## src/rtl/awg_pkg.sv

```systemverilog
// Shared definitions for the AWG sequencer: wave codes, table entry layout, FSM encoding.
package awg_pkg;

  localparam logic [2:0] WAVE_SAW   = 3'd0;
  localparam logic [2:0] WAVE_TRI   = 3'd1;
  localparam logic [2:0] WAVE_SQR   = 3'd2;
  localparam logic [2:0] WAVE_SIN   = 3'd3;
  localparam logic [2:0] WAVE_NOISE = 3'd4;
  localparam logic [2:0] WAVE_OFF   = 3'd7;

  localparam int WAVE_W   = 3;
  localparam int FREQ_W   = 12;
  localparam int AMP_W    = 3;
  localparam int PHASE_W  = 8;
  localparam int FIELDS_W = WAVE_W + FREQ_W + AMP_W + PHASE_W;

  // Offsets of the config fields above the dwell field, which occupies the LSBs.
  localparam int PHASE_OFS = 0;
  localparam int AMP_OFS   = PHASE_OFS + PHASE_W;
  localparam int FREQ_OFS  = AMP_OFS + AMP_W;
  localparam int WAVE_OFS  = FREQ_OFS + FREQ_W;

  typedef enum logic {
    ST_IDLE = 1'b0,
    ST_RUN  = 1'b1
  } seq_state_e;

endpackage

```

## src/rtl/seq_table.sv

```systemverilog
// Sequence table: register file with one synchronous write port and one combinational read port.
module seq_table
  import awg_pkg::*;
#(
  parameter int IDX_W   = 3,
  parameter int DWELL_W = 16
) (
  input  logic                        clk,
  input  logic                        wr_en,
  input  logic [IDX_W-1:0]            wr_addr,
  input  logic [FIELDS_W+DWELL_W-1:0] wr_data,
  input  logic [IDX_W-1:0]            rd_addr,
  output logic [FIELDS_W+DWELL_W-1:0] rd_data
);

  localparam int DEPTH = 2 ** IDX_W;

  logic [FIELDS_W+DWELL_W-1:0] mem [DEPTH];

  // Contents are deliberately not reset; a same-cycle read returns the pre-write word.
  always_ff @(posedge clk) begin
    if (wr_en) mem[wr_addr] <= wr_data;
  end

  assign rd_data = mem[rd_addr];

endmodule

```

## src/rtl/awg_seq_ctrl.sv

```systemverilog
// Table-driven sequencer for the signal generator: plays entries with per-entry dwell in ticks.
module awg_seq_ctrl
  import awg_pkg::*;
#(
  parameter int IDX_W   = 3,
  parameter int DWELL_W = 16
) (
  input  logic                        clk,
  input  logic                        rst,
  input  logic                        tick,
  input  logic                        start,
  input  logic                        stop,
  input  logic                        loop,
  input  logic [IDX_W-1:0]            last_idx,
  input  logic                        wr_en,
  input  logic [IDX_W-1:0]            wr_addr,
  input  logic [FIELDS_W+DWELL_W-1:0] wr_data,
  output logic [WAVE_W-1:0]           state,
  output logic [FREQ_W-1:0]           state_freq,
  output logic [AMP_W-1:0]            state_amp,
  output logic [PHASE_W-1:0]          state_phase,
  output logic [IDX_W-1:0]            cur_idx,
  output logic                        busy,
  output logic                        done
);

  seq_state_e                  fsm_st;
  logic [DWELL_W-1:0]          dwell_cnt;
  logic [IDX_W-1:0]            rd_addr;
  logic [FIELDS_W+DWELL_W-1:0] rd_data;
  logic [DWELL_W-1:0]          rd_dwell;
  logic [DWELL_W-1:0]          ld_dwell;
  logic                        end_of_list;
  logic                        end_of_entry;

  seq_table #(.IDX_W(IDX_W), .DWELL_W(DWELL_W)) u_table (
    .clk     (clk),
    .wr_en   (wr_en),
    .wr_addr (wr_addr),
    .wr_data (wr_data),
    .rd_addr (rd_addr),
    .rd_data (rd_data)
  );

  // The list also ends at the table top, so a last_idx lowered below cur_idx cannot run away.
  assign end_of_list  = (cur_idx == last_idx) || (cur_idx == {IDX_W{1'b1}});
  assign end_of_entry = (dwell_cnt <= DWELL_W'(1));
  assign rd_addr      = (fsm_st == ST_IDLE || end_of_list) ? '0 : cur_idx + IDX_W'(1);
  assign rd_dwell     = rd_data[DWELL_W-1:0];
  assign ld_dwell     = (rd_dwell == '0) ? DWELL_W'(1) : rd_dwell;

  always_ff @(posedge clk or posedge rst) begin
    if (rst) begin
      fsm_st      <= ST_IDLE;
      dwell_cnt   <= '0;
      cur_idx     <= '0;
      state       <= WAVE_OFF;
      state_freq  <= '0;
      state_amp   <= '0;
      state_phase <= '0;
      busy        <= 1'b0;
      done        <= 1'b0;
    end else begin
      done <= 1'b0;
      case (fsm_st)
        ST_IDLE: begin
          if (start && !stop) begin
            fsm_st      <= ST_RUN;
            busy        <= 1'b1;
            cur_idx     <= '0;
            dwell_cnt   <= ld_dwell;
            state       <= rd_data[DWELL_W+WAVE_OFS  +: WAVE_W];
            state_freq  <= rd_data[DWELL_W+FREQ_OFS  +: FREQ_W];
            state_amp   <= rd_data[DWELL_W+AMP_OFS   +: AMP_W];
            state_phase <= rd_data[DWELL_W+PHASE_OFS +: PHASE_W];
          end
        end
        ST_RUN: begin
          if (stop || (tick && end_of_entry && end_of_list && !loop)) begin
            fsm_st      <= ST_IDLE;
            busy        <= 1'b0;
            done        <= !stop;
            cur_idx     <= '0;
            dwell_cnt   <= '0;
            state       <= WAVE_OFF;
            state_freq  <= '0;
            state_amp   <= '0;
            state_phase <= '0;
          end else if (tick) begin
            if (!end_of_entry) begin
              dwell_cnt <= dwell_cnt - DWELL_W'(1);
            end else begin
              cur_idx     <= rd_addr;
              dwell_cnt   <= ld_dwell;
              state       <= rd_data[DWELL_W+WAVE_OFS  +: WAVE_W];
              state_freq  <= rd_data[DWELL_W+FREQ_OFS  +: FREQ_W];
              state_amp   <= rd_data[DWELL_W+AMP_OFS   +: AMP_W];
              state_phase <= rd_data[DWELL_W+PHASE_OFS +: PHASE_W];
            end
          end
        end
        default: fsm_st <= ST_IDLE;
      endcase
    end
  end

endmodule

```

## config.mk

```make
export PLATFORM = sky130hd
export DESIGN_NAME = awg_seq_ctrl
export DESIGN_NICKNAME = d
export VERILOG_FILES = /design/src/rtl/awg_pkg.sv /design/src/rtl/seq_table.sv /design/src/rtl/awg_seq_ctrl.sv
export SDC_FILE = /design/constraint.sdc
export NUM_CORES = 1
export LEC_CHECK = 0
export CORE_MARGIN = 5
export CORE_UTILIZATION = 64
export DETAILED_ROUTE_END_ITERATION = 10
export PLACE_DENSITY = 0.85
export SLEW_MARGIN = 0
export SYNTH_ARGS = -nofsm -noshare
export SYNTH_HDL_FRONTEND = slang
export SYNTH_HIERARCHICAL = 1
export SYNTH_SLANG_ARGS = --single-unit
```

## constraint.sdc

```tcl
create_clock -name clk -period 10.2 [get_ports clk]
set_clock_uncertainty 0.15 [all_clocks]
set_input_delay 3.06 -clock clk [delete_from_list [all_inputs] [get_ports clk]]
set_output_delay 3.06 -clock clk [all_outputs]
set_load 0.03 [all_outputs]
```

Word level (Yosys, flattened, before mapping). Memories as Yosys holds them, arrays and structs flattened. Cells that the tools add are included.

Reduce and logical (&&, ||, !) cells: 13. Magnitude comparators: 1. Equal/unequal tests: 6. Add/subtract/negate cells: 2. Mux-type cells: 42. Bitwise logic cells: 1.

Operators by type and width (count): 2-to-1 mux 16 bit (5); 2-to-1 mux 12 bit (4); 2-to-1 mux 3 bit (13); 2-to-1 mux 8 bit (4); one-hot mux 16 bit (2 select lines) (1); one-hot mux 12 bit (2 select lines) (1); one-hot mux 3 bit (2 select lines) (3); less-or-equal comparator 16 x 1 -> 1 bit, second input constant (1); zero test 16 bit (1); one-hot mux 8 bit (2 select lines) (1); subtractor 16 x 1 -> 16 bit, second input constant (1); 2-to-1 mux 1 bit (8); logical AND 1 bit (4); inequality test 2 x 1 -> 1 bit, second input constant (2); one-hot mux 1 bit (2 select lines) (2); AND reduction 2 bit (2); adder 3 x 1 -> 3 bit, second input constant (1); == test 3 bit (1); == test 3 bit, second input constant (1); logical OR 1 bit (3); inequality test 3 x 1 -> 1 bit, second input constant (1); inequality test 3 x 2 -> 1 bit, second input constant (1); AND reduction 3 bit (1); zero test 1 bit (2); NOT 1 bit (1).

Memories: 1. Flip-flop bits (word level): 48. RAM bits: 336.

Memory list: u_table.mem (depth 8, width 42, rd ports 1, clocked after memory_dff 0, write ports 1, line seq_table.sv:18) `logic [FIELDS_W+DWELL_W-1:0] mem [DEPTH];`.

Longest topological paths before layout. An unclocked memory read counts as a cell.

Depth in word-level cells: 11. Mapped depth: 11. Mapped depth without buffers: 9.

By module. The synthesis kept the hierarchy.

By module, submodules not included: seq_table (area each 12662.1 um^2, sequential area each 10089.7 um^2, instances 1, cells an instance 498); awg_seq_ctrl (area each 2630.0 um^2, sequential area each 1204.9 um^2, instances 1, cells an instance 248).

Least setup slack after synthesis. No wires, ideal clock.

Path kind: input to register. From: input wr_addr[2]. To: memory u_table/mem[0][0] in the netlist's numbering (enable). Cell stages on the path: 2. Path buffers: 0. Arrival time: 6.116 ns. Setup time: 0.494 ns. Required time: 9.556 ns. Slack: 3.440 ns. Cells stage by stage: nand2b_1 -> nor3_1.

RTL lines: start: declaration (line awg_seq_ctrl.sv:16) `input logic [IDX_W-1:0] wr_addr,`; end: declaration (line seq_table.sv:18).

Straight into the memory's write port.

Worst setup path in the final report.
From: input last_idx[2]. To: register dwell_cnt[0].

Word-level cells in the longest chain between the ends: 11. Elaborated cells between the ends (all ways): 17.

RTL lines: start: declaration (line awg_seq_ctrl.sv:14) `input logic [IDX_W-1:0] last_idx,`; == test 3 bit (*) (line awg_seq_ctrl.sv:46) `assign end_of_list = (cur_idx == last_idx) || (cur_idx == {IDX_W{1'b1}});`; logical OR 1 bit (*) (line awg_seq_ctrl.sv:46); logical OR 1 bit (*) (line awg_seq_ctrl.sv:48) `assign rd_addr = (fsm_st == ST_IDLE || end_of_list) ? '0 : cur_idx + IDX_W'(1);`; 2-to-1 mux 3 bit (*) (line awg_seq_ctrl.sv:48); net rd_addr[0] (line awg_seq_ctrl.sv:29) `logic [IDX_W-1:0] rd_addr;`; memory (8 x 42 bit) (*); net rd_data[2] (line awg_seq_ctrl.sv:30) `logic [FIELDS_W+DWELL_W-1:0] rd_data;`; zero test 16 bit (*) (line awg_seq_ctrl.sv:50) `assign ld_dwell = (rd_dwell == '0) ? DWELL_W'(1) : rd_dwell;`; 2-to-1 mux 16 bit (*) (line awg_seq_ctrl.sv:50); 2-to-1 mux 16 bit (line awg_seq_ctrl.sv:90) `if (!end_of_entry) begin`; 2-to-1 mux 16 bit (line awg_seq_ctrl.sv:89) `end else if (tick) begin`; 2-to-1 mux 16 bit (line awg_seq_ctrl.sv:79) `if (stop || (tick && end_of_entry && end_of_list && !loop)) begin`; one-hot mux 16 bit (2 select lines) (*) (line awg_seq_ctrl.sv:65) `case (fsm_st)`; end signal: assignment (line awg_seq_ctrl.sv:71) `dwell_cnt <= ld_dwell;`; end signal: assignment (line awg_seq_ctrl.sv:91) `dwell_cnt <= dwell_cnt - DWELL_W'(1);`; end signal: assignment (line awg_seq_ctrl.sv:94) `dwell_cnt <= ld_dwell;`; end: declaration (line awg_seq_ctrl.sv:28) `logic [DWELL_W-1:0] dwell_cnt;`.

The timed path passes the listed nets; every way through them passes the cells marked *. The select of a mux whose other input is x is not followed. A chain may end at the register's enable or synchronous reset.

==> key figures <==
Hold path
  – Hold Path Class: flip-flop to flip-flop

Synthesis
  – Top_reg_cell synth: edfxtp_1
  – Area leader, netlist: edfxtp_1
  – Synth Area in XOR/XNOR: 0.00745
  – Synth cell count leaders: 336 x edfxtp_1, 84 x mux4_2, 45 x dfrtp_1
  – Largest family of logic cells by synthesized area: multiplexers
  – Sequential area share after synthesis: 0.739
  – Adder-cell share of the synthesized area: 0.00327
  – Synth warnings: 6
  – Avg Inst Size Synth: 20.5 um^2
  – Synth Area in Compound Gates: 0.0406
  – Count leader, synth: edfxtp_1
  – Synth Register Bits: 384
  – Synth Instances: 746
  – Number of flops mapped to enable cells by yosys: 336
  – Post-synthesis mux area share: 0.161
  – Post-Synthesis Cell Area: 15,300 um^2
  – Simple-gate share of the synthesized area: 0.0310
  – Asr flop ratio synth: 0.125
  – Top cell type's share of synthesized area: 0.660
  – Synth top area cells: edfxtp_1 66%, mux4_2 12%, dfrtp_1 7.4%
  – Syn_nets: 805
  – Count of cell types in the netlist: 55

Finish
  – Layout cells sized above 1: 0.251
  – Final #Nets: 904
  – Area grow syn2layout: 15.9%
  – Final core occ: 0.755
  – ANT cells: 0

Clock tree
  – Worst skew pair latency: 520 ps
  – CTS Root Cell: clkbuf_16
  – CTS tree: built
  – H-Tree Depth: 2
  – Clock tree buffer depth: 3
  – CTS Buf Count: 38
  – Hold buffers post-CTS: 0
  – Reg clk slew, reported paths: 60 ps
  – Cts repair resizes: 0
  – Post-CTS setup buffer count: 0
  – Clk sinks: 384

Pwr
  – Worst vdd ir: 0.000150 V
  – Power Density: 206 nW/um^2
  – Leakage: 5.81 nW

Floorplanning
  – Die height: 165 um
  – DIE AREA: 27,100 um^2
  – Starting Density: 0.651
  – Number of I/O pins: 86
  – Die Span X: 165 um
  – Rows: 56
  – Area of the core: 23,500 um^2

Timing
  – Final setup viols: 0
  – Final min period: 6780 ps
  – Fin. max-slew vios: 0
  – Worst slew margin: 0.203
  – FMAX: 0.147 GHz
  – RSZ-0062 raised after global routing: false
  – Hold Violations, Final: 0
  – Fin crit share: 0.665
  – Total negative slack: 0 ps
  – Worst-Margin Slew: 1180 ps

Placed design
  – I/O Buffers: 85
  – DPL Wire Length: 17.6 mm
  – Gpl congestion: 0.848

Outcome
  – Outcome: complete, no violations

Critical path
  – CP Max Fanout: 42
  – Worst path arrival time: 7070 ps
  – CP Data Required Time: 10,490 ps
  – Crit path launch type: primary input
  – Setup crit end kind: flip-flop
  – Setup CP Type: primary input to flip-flop

Global route
  – First-pass GRT wire length: 50.8 mm
  – Largest net degree at the start of global routing: 63
  – Vias in the first global route: 8,292
  – Initial antenna violation count: 0
  – Tot GR Track Use: 0.256
  – Grt total ovfl: 0

Routing
  – Via count: 8,048
  – DRT Pass-1 Iters: 5
  – DR DRC count: 0
  – Antenna-violating nets left: 0
  – Wire per inst: 28.1 um
  – Avg Vias per Cell: 6.74
  – DR iter-0 viols: 779
  – Routed WL: 33.5 mm

Run
  – Maxcap violations: 0
==> layout make-up <==
type | instances | area, um^2
Fill cell | 1210 | 5750
Inverter | 5 | 18.8
Clock buffer | 54 | 1070
Multi-Input combinational cell | 316 | 3800
Timing Repair Buffer | 100 | 963
Clock inverter | 16 | 170
Sequential cell | 384 | 11300
Tap cell | 319 | 399
==> path summary, 6_finish.rpt <==
path	start	to	slack, ps	depth (start not counted)
setup / recovery	last_idx[2]	dwell_cnt[0]$_DFFE_PP0P_	3420	10
hold / removal	state_amp[1]$_DFFE_PP0P_	state_amp[1]$_DFFE_PP0P_	360	1
setup reg to reg	cur_idx[0]$_DFFE_PP0P_	dwell_cnt[0]$_DFFE_PP0P_	5750	10
hold reg to reg	state_amp[1]$_DFFE_PP0P_	state_amp[1]$_DFFE_PP0P_	360	1
max in group asynchronous	rst	state_phase[0]$_DFFE_PP0P_	6480	3
min in group asynchronous	rst	state_freq[7]$_DFFE_PP0P_	2930	3
==> cells by family (layout without fill, tap and decap cells) <==
family,after synthesis,after routing
flops,384,384
simple gates,75,75
mux,136,136
fa+ha+maj,4,4
buf+inv,46,175
xor+xnor,13,13
compound gates,88,88
==> worst max-delay path, stage by stage <==
cell and delay (ps):
clkdlybuf4s50_1 410, xnor2_1 160, a31oi_1 410, and3_4 860
buf_4 570, mux4_2 600, mux2_2 320, nor4_1 270
a41oi_1 180, o211ai_1 200
==> cells in the final DEF (no fill, tap or decap), types with 4 or more instances in the layout <==
master,instances
mux2_2,42
nor2_4,6
clkbuf_16,39
clkbuf_1,11
mux2i_1,8
xnor2_1,10
nand2b_1,4
nor4_1,4
a22o_1,23
o22a_1,4
buf_4,15
nand2_1,7
dfrtp_1,45
nor2_1,8
nor3b_1,16
o21ai_0,20
edfxtp_1,336
ha_1,4
clkinv_2,7
nand3_1,4
inv_1,4
mux4_2,84
a21oi_1,20
clkdlybuf4s50_1,85
clkbuf_8,4
==> stage by stage <==
step / setup WS (ps) / cell area [um^2] / std cells / total power [mW] / hold slack, ps
floorplan: 3440 / 15300 / 746 / 2.14 / 360
global placement: 3010 / 16500 / 1124 / 2.26 / 338
detailed placement: 2930 / 16500 / 1124 / 2.28 / 340
CTS: 3410 / 17700 / 1194 / 3.66 / 368
global route: 3090 / 17700 / 1194 / 3.76 / 379
finish: 3420 / 17700 / 1194 / 3.64 / 362
==> report_power, final <==
part	internal (mW)	leakage, nW	switching [mW]
clock network	0.813	0.613	0.568
registers	1.79	3.67	0.0525
logic	0.192	1.53	0.226
==> per-layer routing <==
layer	share of wire	vias to the layer above	wire length, um	global-route usage
met1	0.37	4159	12300	0.356
met3	0.091	99	3040	0.0464
li1	-	3286	-	-
met2	0.51	504	17100	0.423
met4	0.033	0	1110	0.0813
met5	0	-	0	0
==> registers in the layout (all words and copies together) (netlist names) <==
| register | count |
|---|---|
| u_table/mem | 336 |
| dwell_cnt | 16 |
| state_freq | 12 |
| state_phase | 8 |
| cur_idx | 3 |
| state | 3 |
| state_amp | 3 |
| busy | 1 |
| done | 1 |
| fsm_st | 1 |
(Power assumes the default switching activity.)
